==> config.mk <==
export PLATFORM = sky130hd
export DESIGN_NAME = qos_vc_router
export DESIGN_NICKNAME = d
export VERILOG_FILES = /design/src/rtl/qos_pkg.sv /design/src/rtl/qos_fifo.sv /design/src/rtl/qos_vc_router.sv
export SDC_FILE = /design/constraint.sdc
export NUM_CORES = 1
export LEC_CHECK = 0
export ABC_AREA = 1
export CAP_MARGIN = 20
export CORE_UTILIZATION = 55
export CTS_CLUSTER_DIAMETER = 50
export DETAILED_ROUTE_END_ITERATION = 8
export DONT_BUFFER_PORTS = 1
export PLACE_DENSITY = 0.67
export SYNTH_ARGS = -nofsm -noshare
export SYNTH_HDL_FRONTEND = slang
export SYNTH_HIERARCHICAL = 1
export SYNTH_SLANG_ARGS = --single-unit
==> constraint.sdc <==
create_clock -name clk -period 3.8 [get_ports clk]
set_input_delay 0.76 -clock clk [delete_from_list [all_inputs] [get_ports clk]]
set_output_delay 0.76 -clock clk [all_outputs]
set_load 0.01 [all_outputs]
==> src/rtl/qos_pkg.sv <==
// Shared definitions for the QoS virtual-channel router: FSM encoding and a
// constant-foldable ceil(log2) used to size channel-select and occupancy fields.
package qos_pkg;

    // Control FSM states; the *_out indicators decode IDLE/ACTIVE/ERROR directly.
    typedef enum logic [2:0] {
        S_RESET  = 3'd0,
        S_INIT   = 3'd1,
        S_IDLE   = 3'd2,
        S_ACTIVE = 3'd3,
        S_ERROR  = 3'd4
    } qos_state_e;

    // ceil(log2(v)), usable in parameter declarations.
    function automatic int qos_clog2(input int v);
        int r;
        r = 0;
        for (int k = 0; k < 31; k++) begin
            if ((1 << k) < v) r = k + 1;
        end
        return r;
    endfunction

endpackage

==> src/rtl/qos_fifo.sv <==
// Per-channel synchronous FIFO. Read data is registered and holds between
// reads. Exposes next-state occupancy so the router can register its flags
// from the value that will be in force after the current edge.
module qos_fifo
    import qos_pkg::*;
#(
    parameter  int DATA_W     = 12,
    parameter  int FIFO_DEPTH = 8,
    localparam int AW         = qos_clog2(FIFO_DEPTH),
    localparam int THR_W      = AW + 1
) (
    input  logic              i_clk,
    input  logic              i_rst_n,
    input  logic              i_clr,
    input  logic              i_wr,
    input  logic [DATA_W-1:0] i_wdata,
    input  logic              i_rd,
    output logic [DATA_W-1:0] o_rdata,
    output logic [THR_W-1:0]  o_count_nxt,
    output logic              o_full,
    output logic              o_empty
);

    logic [DATA_W-1:0] r_mem [FIFO_DEPTH];
    logic [AW-1:0]     r_wp;
    logic [AW-1:0]     r_rp;
    logic [THR_W-1:0]  r_count;
    logic              w_wr_ok;
    logic              w_rd_ok;

    assign o_full  = (r_count == THR_W'(FIFO_DEPTH));
    assign o_empty = (r_count == '0);
    assign w_wr_ok = i_wr && !o_full  && !i_clr;
    assign w_rd_ok = i_rd && !o_empty && !i_clr;

    // Occupancy after this edge; a clear wins over any concurrent access.
    always_comb begin
        o_count_nxt = r_count;
        if (w_wr_ok) o_count_nxt = o_count_nxt + THR_W'(1);
        if (w_rd_ok) o_count_nxt = o_count_nxt - THR_W'(1);
        if (i_clr)   o_count_nxt = '0;
    end

    // Storage array: no reset needed, validity is tracked by the pointers.
    always_ff @(posedge i_clk) begin
        if (w_wr_ok) r_mem[r_wp] <= i_wdata;
    end

    // Pointers, occupancy and the registered read port.
    always_ff @(posedge i_clk or negedge i_rst_n) begin
        if (!i_rst_n) begin
            r_wp    <= '0;
            r_rp    <= '0;
            r_count <= '0;
            o_rdata <= '0;
        end else if (i_clr) begin
            r_wp    <= '0;
            r_rp    <= '0;
            r_count <= '0;
            o_rdata <= '0;
        end else begin
            if (w_wr_ok) r_wp <= r_wp + AW'(1);
            if (w_rd_ok) begin
                o_rdata <= r_mem[r_rp];
                r_rp    <= r_rp + AW'(1);
            end
            r_count <= o_count_nxt;
        end
    end

endmodule

==> src/rtl/qos_vc_router.sv <==
// QoS virtual-channel router: demuxes input words on their top VC_W bits into
// NUM_VC FIFOs, raises threshold flags, tracks popped-word counters and runs
// the RESET/INIT/IDLE/ACTIVE/ERROR control FSM with overflow/underflow trapping.
module qos_vc_router
    import qos_pkg::*;
#(
    parameter  int DATA_W     = 12,
    parameter  int NUM_VC     = 4,
    parameter  int FIFO_DEPTH = 8,
    parameter  int CNT_W      = 8,
    localparam int VC_W       = qos_clog2(NUM_VC),
    localparam int THR_W      = qos_clog2(FIFO_DEPTH) + 1
) (
    input  logic                     clk,
    input  logic                     reset,
    input  logic                     init,
    input  logic [THR_W-1:0]         umbral_high,
    input  logic [THR_W-1:0]         umbral_low,
    input  logic                     push,
    input  logic [DATA_W-1:0]        data_in,
    output logic                     ready_in,
    input  logic [NUM_VC-1:0]        pop,
    output logic [NUM_VC*DATA_W-1:0] data_out,
    output logic [NUM_VC-1:0]        empty,
    output logic [NUM_VC-1:0]        almost_full,
    output logic [NUM_VC-1:0]        almost_empty,
    input  logic                     req,
    input  logic [VC_W:0]            idx,
    output logic                     valid,
    output logic [CNT_W-1:0]         data,
    output logic                     idle_out,
    output logic                     active_out,
    output logic                     error_out
);

    localparam logic [VC_W:0] IDX_TOTAL = (VC_W+1)'(NUM_VC);

    qos_state_e                         r_state;
    qos_state_e                         w_state_nxt;
    logic       [THR_W-1:0]             r_thr_hi;
    logic       [THR_W-1:0]             r_thr_lo;
    logic       [NUM_VC-1:0]            r_empty;
    logic       [NUM_VC-1:0]            r_af;
    logic       [NUM_VC-1:0]            r_ae;
    logic       [NUM_VC-1:0][CNT_W-1:0] r_vc_cnt;
    logic       [CNT_W-1:0]             r_total;
    logic                               r_valid;
    logic       [CNT_W-1:0]             r_data;

    logic       [VC_W-1:0]              w_vc;
    logic                               w_op_en;
    logic                               w_clr;
    logic                               w_push_ok;
    logic                               w_ovf;
    logic                               w_unf;
    logic                               w_all_empty_nxt;
    logic       [NUM_VC-1:0]            w_wr;
    logic       [NUM_VC-1:0]            w_rd;
    logic       [NUM_VC-1:0]            w_full;
    logic       [NUM_VC-1:0]            w_fempty;
    logic       [NUM_VC-1:0][DATA_W-1:0] w_dout;
    logic       [NUM_VC-1:0][THR_W-1:0]  w_occ_nxt;
    logic       [CNT_W:0]               w_tot_sum;

    // Channel select comes from the top bits of the word itself.
    assign w_vc     = data_in[DATA_W-1 -: VC_W];
    assign ready_in = !w_full[w_vc];

    // Traffic is honoured once the unit is programmed; RESET/INIT ignore it.
    assign w_op_en   = (r_state == S_IDLE) || (r_state == S_ACTIVE) || (r_state == S_ERROR);
    assign w_clr     = (r_state == S_INIT);
    assign w_push_ok = w_op_en && push && ready_in;
    assign w_ovf     = w_op_en && push && !ready_in;
    assign w_unf     = w_op_en && |(pop & w_fempty);

    // Per-channel write/read strobes; a pop on an empty channel is not bypassed.
    always_comb begin
        w_wr            = '0;
        w_rd            = '0;
        w_all_empty_nxt = 1'b1;
        for (int i = 0; i < NUM_VC; i++) begin
            w_wr[i] = w_push_ok && (w_vc == VC_W'(i));
            w_rd[i] = w_op_en && pop[i] && !w_fempty[i];
            if (w_occ_nxt[i] != '0) w_all_empty_nxt = 1'b0;
        end
    end

    genvar g;
    generate
        for (g = 0; g < NUM_VC; g++) begin : g_vc
            qos_fifo #(
                .DATA_W     (DATA_W),
                .FIFO_DEPTH (FIFO_DEPTH)
            ) u_fifo (
                .i_clk       (clk),
                .i_rst_n     (reset),
                .i_clr       (w_clr),
                .i_wr        (w_wr[g]),
                .i_wdata     (data_in),
                .i_rd        (w_rd[g]),
                .o_rdata     (w_dout[g]),
                .o_count_nxt (w_occ_nxt[g]),
                .o_full      (w_full[g]),
                .o_empty     (w_fempty[g])
            );
            assign data_out[g*DATA_W +: DATA_W] = w_dout[g];
        end
    endgenerate

    // State register.
    always_ff @(posedge clk or negedge reset) begin
        if (!reset) r_state <= S_RESET;
        else        r_state <= w_state_nxt;
    end

    // Next-state: init dominates, then error trapping, then idle/active tracking.
    always_comb begin
        w_state_nxt = r_state;
        case (r_state)
            S_RESET:  w_state_nxt = S_INIT;
            S_INIT:   if (!init) w_state_nxt = S_IDLE;
            S_IDLE: begin
                if (init)                w_state_nxt = S_INIT;
                else if (w_ovf || w_unf) w_state_nxt = S_ERROR;
                else if (w_push_ok)      w_state_nxt = S_ACTIVE;
            end
            S_ACTIVE: begin
                if (init)                                w_state_nxt = S_INIT;
                else if (w_ovf || w_unf)                 w_state_nxt = S_ERROR;
                else if (w_all_empty_nxt && !w_push_ok)  w_state_nxt = S_IDLE;
            end
            S_ERROR:  if (init) w_state_nxt = S_INIT;
            default:  w_state_nxt = S_RESET;
        endcase
    end

    assign idle_out   = (r_state == S_IDLE);
    assign active_out = (r_state == S_ACTIVE);
    assign error_out  = (r_state == S_ERROR);

    // Thresholds are reprogrammed every INIT cycle while init is held.
    always_ff @(posedge clk or negedge reset) begin
        if (!reset) begin
            r_thr_hi <= '0;
            r_thr_lo <= '0;
        end else if ((r_state == S_INIT) && init) begin
            r_thr_hi <= umbral_high;
            r_thr_lo <= umbral_low;
        end
    end

    // Flags track post-edge occupancy; reset values match zero occupancy
    // compared against zero thresholds.
    always_ff @(posedge clk or negedge reset) begin
        if (!reset) begin
            r_empty <= '1;
            r_af    <= '1;
            r_ae    <= '1;
        end else begin
            for (int i = 0; i < NUM_VC; i++) begin
                r_empty[i] <= (w_occ_nxt[i] == '0);
                r_af[i]    <= (w_occ_nxt[i] >= r_thr_hi);
                r_ae[i]    <= (w_occ_nxt[i] <= r_thr_lo);
            end
        end
    end

    assign empty        = r_empty;
    assign almost_full  = r_af;
    assign almost_empty = r_ae;

    // Total sum is one bit wider so saturation is a simple carry test.
    always_comb begin
        w_tot_sum = {1'b0, r_total};
        for (int i = 0; i < NUM_VC; i++) begin
            w_tot_sum = w_tot_sum + (CNT_W+1)'(w_rd[i]);
        end
    end

    // Saturating popped-word counters, cleared while initialising.
    always_ff @(posedge clk or negedge reset) begin
        if (!reset) begin
            r_vc_cnt <= '0;
            r_total  <= '0;
        end else if (w_clr) begin
            r_vc_cnt <= '0;
            r_total  <= '0;
        end else begin
            for (int i = 0; i < NUM_VC; i++) begin
                if (w_rd[i] && !(&r_vc_cnt[i])) r_vc_cnt[i] <= r_vc_cnt[i] + CNT_W'(1);
            end
            r_total <= w_tot_sum[CNT_W] ? '1 : w_tot_sum[CNT_W-1:0];
        end
    end

    // Counter read port: one-cycle latency, out-of-range index reads zero.
    always_ff @(posedge clk or negedge reset) begin
        if (!reset) begin
            r_valid <= 1'b0;
            r_data  <= '0;
        end else begin
            r_valid <= req;
            if (req) begin
                if (idx < IDX_TOTAL)       r_data <= r_vc_cnt[idx[VC_W-1:0]];
                else if (idx == IDX_TOTAL) r_data <= r_total;
                else                       r_data <= '0;
            end
        end
    end

    assign valid = r_valid;
    assign data  = r_data;

endmodule
==> run metrics, run 1 <==
pin count of the biggest net entering global routing 161; crit share post-route 0.936; post-layout min period 3.56 ns; first drt pass iteration count 5; Avg Inst Size Synth 11.3 µm²; CP required 4.29 ns; total negative slack 0 ns; headroom to the max-slew limit 0.322; DRT iter0 DRCs 1567; RSZ-0062 raised after global routing false; GP Congestion 0.946; Via Count 16400; area grow syn2layout 11.5%; Commonest cells post-synth edfxtp_1, nor2_1, o21ai_0; GRT Total Usage 0.262; I/O Buffers 0; Synth Cell Area 23800 µm²; FFs w/ async S/R, synth 0.294; Post-Route WL 57500 µm; Reg-to-Reg End r_state[0]; CP Launch Type register; post-layout util 0.628; FF-to-FF path depth 26; Yosys top cell by area edfxtp_1; count leader, synth edfxtp_1; Die H 210 µm; failing checks negative hold slack; FF+latch count, synth 544; net count reported at finish 2230; syn nets 2202; DRC 0; MaxCap Viol Count 0; Max Freq 0.281 GHz; Setup CP Type register to register; # IOs 105; detailed placement HPWL 35400 µm; Post-Route Skew 0.0155 ns; latest clock arrival within the worst-skew pair 0.61 ns; starting density of the core 0.563; final slew viol count 0; Rows 75; GRT overflow 0; global-route wire length before repair 88600 µm; vias in the first global route 15800; slew at the pin closest to its max-slew limit 1.02 ns; Worst EP arrival 4.04 ns; leakage power 10.3 nW; Post-synth EDFFs 384; status finished with violations; H-tree depth 2; Worst VDD drop 0.363 mV; CTS max path bufs 3; CP Capture Type register; total clock sinks 544; post-synthesis sequential area ratio 0.652; worst reg2reg path startpoint g_vc[0].u_fifo/r_count[0]; layout cell share with drive strength beyond 1 0.116; Post-Syn Instances 2114; Via density 5.91; WL/cell 20.8 µm; total core area 42300 µm²; Synth top area share 0.484; worst reg2reg setup slack 0.24 ns; WHS -0.145 ns; setup violators final 0; Hold Vio Cnt, Final 148; CTS Buf Count 56; clock slew at reported path FFs 0.06 ns; final antenna-violating net count 0; Synth cell types 47; fillers 3251; Warnings, synthesis 6; prevailing post-synth register cell edfxtp_1; Area contributors post-synth edfxtp_1, dfrtp_1, o21ai_0; Worst Hold Class primary input to async pin; PD cells 645 nW/µm²; Critical Path Fanout Max 7; CTS tree built; total die area 44200 µm²; initial antenna violation count 1; Antenna Cells 0; root buf cell clkbuf_16; chip width 210 µm
[cell families after synthesis]
kind of cell,Yosys count,share of synthesized area
mux,2,0.000945
simple gates,774,0.147
compound gates,489,0.123
flops,544,0.652
xor+xnor,20,0.00735
fa+ha+maj,56,0.0303
buf+inv,229,0.0384
[how the worst max path moves through the flow]
stage	startpoint	endpoint	slack (ns)	depth (start not counted)
2_1_floorplan	g_vc[2].u_fifo/r_count[0]	r_state[1]	0.51	26
3_3_place_gp	g_vc[1].u_fifo/r_count[0]	r_state[0]	0.34	26
3_5_place_dp	g_vc[1].u_fifo/r_count[0]	r_state[0]	0.21	26
4_1_cts	g_vc[1].u_fifo/r_count[0]	r_state[0]	0.16	26
5_1_grt	g_vc[0].u_fifo/r_count[0]	r_state[1]	0.01	27
6_report	g_vc[0].u_fifo/r_count[0]	r_state[0]	0.24	26
[sequential cells by signal (all words and copies together), names as in the netlist]
signal and count:
almost_empty 4, almost_full 4, data 8, empty 4, g_vc.u_fifo/o_rdata 48, g_vc.u_fifo/r_count 16, g_vc.u_fifo/r_mem 384, g_vc.u_fifo/r_rp 12
g_vc.u_fifo/r_wp 12, r_state 3, r_thr_hi 4, r_thr_lo 4, r_total 8, r_vc_cnt 32, valid 1
[cell usage in the layout (no fill, tap or decap), drive strengths merged, types with 24 or more instances in the layout]
cell type  netlist  routed
a21oi           65      65
buf             30      62
clkbuf          62      71
dfrtp          148     148
edfxtp         384     384
ha              53      53
inv            136     139
nand2          269     269
nand3          140     140
nor2           321     321
o211ai          30      30
o21ai          269     269
o221ai          72      72
o22ai           24      24
[final cells by class]
| class | instances | area, µm² | share of cell area |
|---|---|---|---|
| clock inverter | 35 | 333 | 0.0125 |
| inverter | 137 | 517 | 0.0194 |
| sequential | 544 | 15500 | 0.585 |
| multi-input combinational | 1341 | 7430 | 0.279 |
| clock buffer | 71 | 1550 | 0.0584 |
| tap | 577 | 722 | 0.0272 |
| timing repair buffer | 62 | 485 | 0.0183 |
[stage by stage]
step	power [mW]	setup WS (ns)	area [µm²]	hold slack, ns	instances
3_5_place_dp	11.7	0.207	24600	0.468	2659
3_3_place_gp	11.4	0.339	24600	0.467	2658
4_1_cts	17.2	0.161	26500	-0.179	2765
5_1_grt	18.0	0.0118	26600	-0.175	2767
2_1_floorplan	10.5	0.507	23800	0.464	2114
6_report	17.2	0.241	26600	-0.145	2767
[critical path, stage by stage (launching register included)]
cell and delay [ns]:
dfrtp_1 0.41, inv_1 0.10, ha_1 0.24, nand3_2 0.16
inv_1 0.06, inv_1 0.08, nand2_1 0.05, nand2_1 0.06
nand2_1 0.10, nand2_2 0.11, nand2_4 0.11, nor3_1 0.16
buf_4 0.18, nand3_4 0.11, nand2_1 0.17, nand3_4 0.11
nor2_4 0.15, nand2_1 0.07, a21oi_1 0.32, nor2_1 0.08
and2_1 0.18, nand2_1 0.06, nor2_1 0.04, nand2_1 0.09
nand3_2 0.10, nand3_1 0.10, nand2_1 0.06
[power by group]
part	switching, mW	total, mW	internal, mW	leakage (nW)
Sequential	0.499	7.36	6.87	5.58
Combinational	2.94	4.26	1.31	3.82
Clock	2.29	5.53	3.24	0.909
[routing by layer]
| metal | part of all wire | GRT usage |
|---|---|---|
| met5 | 0 | 0 |
| met4 | 0.026 | 0.0828 |
| met2 | 0.49 | 0.433 |
| met1 | 0.42 | 0.352 |
| met3 | 0.065 | 0.0480 |
[what timing repair did]
item | CTS | global route
buffers inserted | 0 | 2
gates resized for setup | 0 | 13
endpoints found under the hold margin | 156 | 149
endpoints found under the setup margin | 0 | 11
No activity file was read; power rests on OpenSTA's default activity.
==> run 2: changes to the inputs <==
--- a/config.mk
+++ b/config.mk
@@ -5,7 +5,6 @@
 export SDC_FILE = /design/constraint.sdc
 export NUM_CORES = 1
 export LEC_CHECK = 0
-export ABC_AREA = 1
 export CAP_MARGIN = 20
 export CORE_UTILIZATION = 55
 export CTS_CLUSTER_DIAMETER = 50
==> run 2 against run 1 <==
Effect of this change:
- the flow still finishes with violations (negative hold slack)
- via count fell by 21%
- register-to-register slack lost 0.05 ns
- clock power increased by 3%
- clock skew down 0.0053 ns
- first-iteration DRC count shrank 43%
- largest power group unchanged
==> run metrics, run 2 <==
GRT Total Usage 0.234; max reg flops 384; WL/cell 23.3 µm; Synth Cell Area 23600 µm²; Max Freq 0.277 GHz; CP Launch Type register; Via density 6.05; Setup CP Type register to register; Yosys top cell by area edfxtp_1; Worst EP arrival 4.13 ns; CP required 4.32 ns; post-layout min period 3.60 ns; GP Congestion 0.810; failing checks negative hold slack; H-tree depth 2; count leader, synth edfxtp_1; initial antenna violation count 0; crit share post-route 0.949; total core area 42100 µm²; Register Area 15500 µm²; vias in the first global route 13300; headroom to the max-slew limit 0.339; Reg with most FFs g_vc.u_fifo/r_mem; Warnings, synthesis 6; CP Capture Type register; I/O Buffers 0; Die H 209 µm; Finished Cell Area 26800 µm²; GRT overflow 0; leakage power 9.40 nW; Commonest cells post-synth edfxtp_1, dfrtp_1, mux4_2, nor2_1, mux2i_1; global-route wire length before repair 77600 µm; DRT iter0 DRCs 898; net count reported at finish 1640; FF+latch count, synth 544; PD cells 499 nW/µm²; Worst Hold Class primary input to async pin; CTS max path bufs 3; total die area 43700 µm²; Hold Vio Cnt, Final 148; Post-Syn Instances 1459; root buf cell clkbuf_16; Post-Route Skew 0.0102 ns; most common cell after layout, fill and taps aside edfxtp_1; FFs w/ async S/R, synth 0.294; setup violators final 0; WHS -0.137 ns; Via Count 13000; Largest regs g_vc.u_fifo/r_mem x384, g_vc.u_fifo/o_rdata x48, r_vc_cnt x32; # IOs 105; chip width 209 µm; latest clock arrival within the worst-skew pair 0.60 ns; status finished with violations; total negative slack 0 ns; Synth top area share 0.489; final antenna-violating net count 0; area post-placement 24600 µm²; CTS Buf Count 58; total clock sinks 544; pin count of the biggest net entering global routing 161; prevailing post-synth register cell edfxtp_1; area of the multi-input gates 7680 µm²; most frequent cells in the layout edfxtp_1, dfrtp_1, mux4_2, nor2_1, buf_4; first drt pass iteration count 5; clock slew at reported path FFs 0.06 ns; DRC 0; Tot Pwr 13.4 mW; Rows 75; Worst VDD drop 0.369 mV; fillers 3032; syn nets 1547; area grow syn2layout 13.6%; post-synthesis sequential area ratio 0.659; Synth cell types 69; Post-synth EDFFs 384; MaxCap Viol Count 0; layout cell share with drive strength beyond 1 0.274; Post-Route WL 49900 µm; RSZ-0062 raised after global routing true; Avg Inst Size Synth 16.2 µm²; slew at the pin closest to its max-slew limit 0.992 ns; starting density of the core 0.560; Critical Path Fanout Max 4; final slew viol count 0; CTS tree built; Area contributors post-synth edfxtp_1, dfrtp_1, mux4_2; detailed placement HPWL 30700 µm
## run 2: changes by cell type after synthesis, moves of 72 or more
cell / before / now
o221ai_1: 72 / 0
nand2_1: 246 / 62
o21ai_0: 248 / 32
inv_1: 123 / 45
nand3_1: 125 / 35
nor2_1: 306 / 104
mux4_2: 0 / 104
## run 2: worst max-delay path, cell delays in order (launching register included)
cell	delay [ns]
dfrtp_1	0.40
inv_2	0.11
ha_4	0.16
or3b_4	0.41
inv_1	0.09
nand2b_1	0.11
a21o_1	0.16
clkinvlp_4	0.22
fa_1	0.57
inv_1	0.05
fa_1	0.38
inv_1	0.09
fa_2	0.20
nand2_1	0.10
nor2b_4	0.16
buf_4	0.12
o21ai_0	0.06
a31oi_1	0.15
## run 2: cells by family (layout without fill, tap and decap cells)
logic type,after synthesis,after routing,synth area share
multiplexers,176,176,0.130
other,0,1,0
flip-flops,544,544,0.659
buffers and inverters,114,256,0.0271
XOR/XNOR,36,36,0.0134
AND/OR/NAND/NOR,339,339,0.0736
adder cells (fa/ha/maj),57,57,0.0311
AO/OA/AOI/OAI,193,193,0.0655
## run 2: timing repair
item,CTS,global route
pin swaps,1,9
setup buffers,1,17
endpoints found under the hold margin,148,148
resized for setup,3,43
endpoints found under the setup margin,3,16
## run 2: area by class of cell
class,count,share of cell area
inverter,47,0.00681
antenna,1,0.0000934
multi-input combinational,801,0.287
sequential,544,0.580
clock inverter,32,0.0144
timing repair buffer,100,0.0289
clock buffer,77,0.0580
tap,539,0.0252
## run 2: through the flow
stage	hold slack, ns	setup WS, ns	util	cells
after floorplan	0.453	-0.00423	-	1459
after global placement	0.472	0.0437	0.582	2012
after detailed placement	0.471	-0.121	0.583	2013
after CTS	-0.173	0.0313	0.629	2123
after global routing	-0.171	-0.0599	0.636	2140
final	-0.137	0.196	0.636	2141
## run 2: path summary, 6_finish.rpt
kind	startpoint	to	slack (ns)	cells after the start
worst max-delay path	g_vc[0].u_fifo/r_count[0]	r_total[6]	0.20	17
worst min-delay path	reset	g_vc[0].u_fifo/r_rp[0]	-0.14	0
worst max register to register	g_vc[0].u_fifo/r_count[0]	r_total[6]	0.20	17
worst min register to register	r_state[2]	r_state[1]	0.51	1
max in group asynchronous	reset	almost_full[1]	3.51	0
min in group clk	req	valid	0.19	0
## run 2: per-layer routing
layer	wire [µm]	global-route usage	vias up
met2	24200	0.372	327
met5	0	0	-
met1	22100	0.333	6696
met4	950	0.0634	0
li1	-	-	5872
met3	2600	0.0469	63
## run 2: power by group
group	leakage (nW)	internal (mW)	switching, mW
Clock	0.938	3.38	2.32
Sequential	5.61	6.52	0.148
Combinational	2.85	0.387	0.626
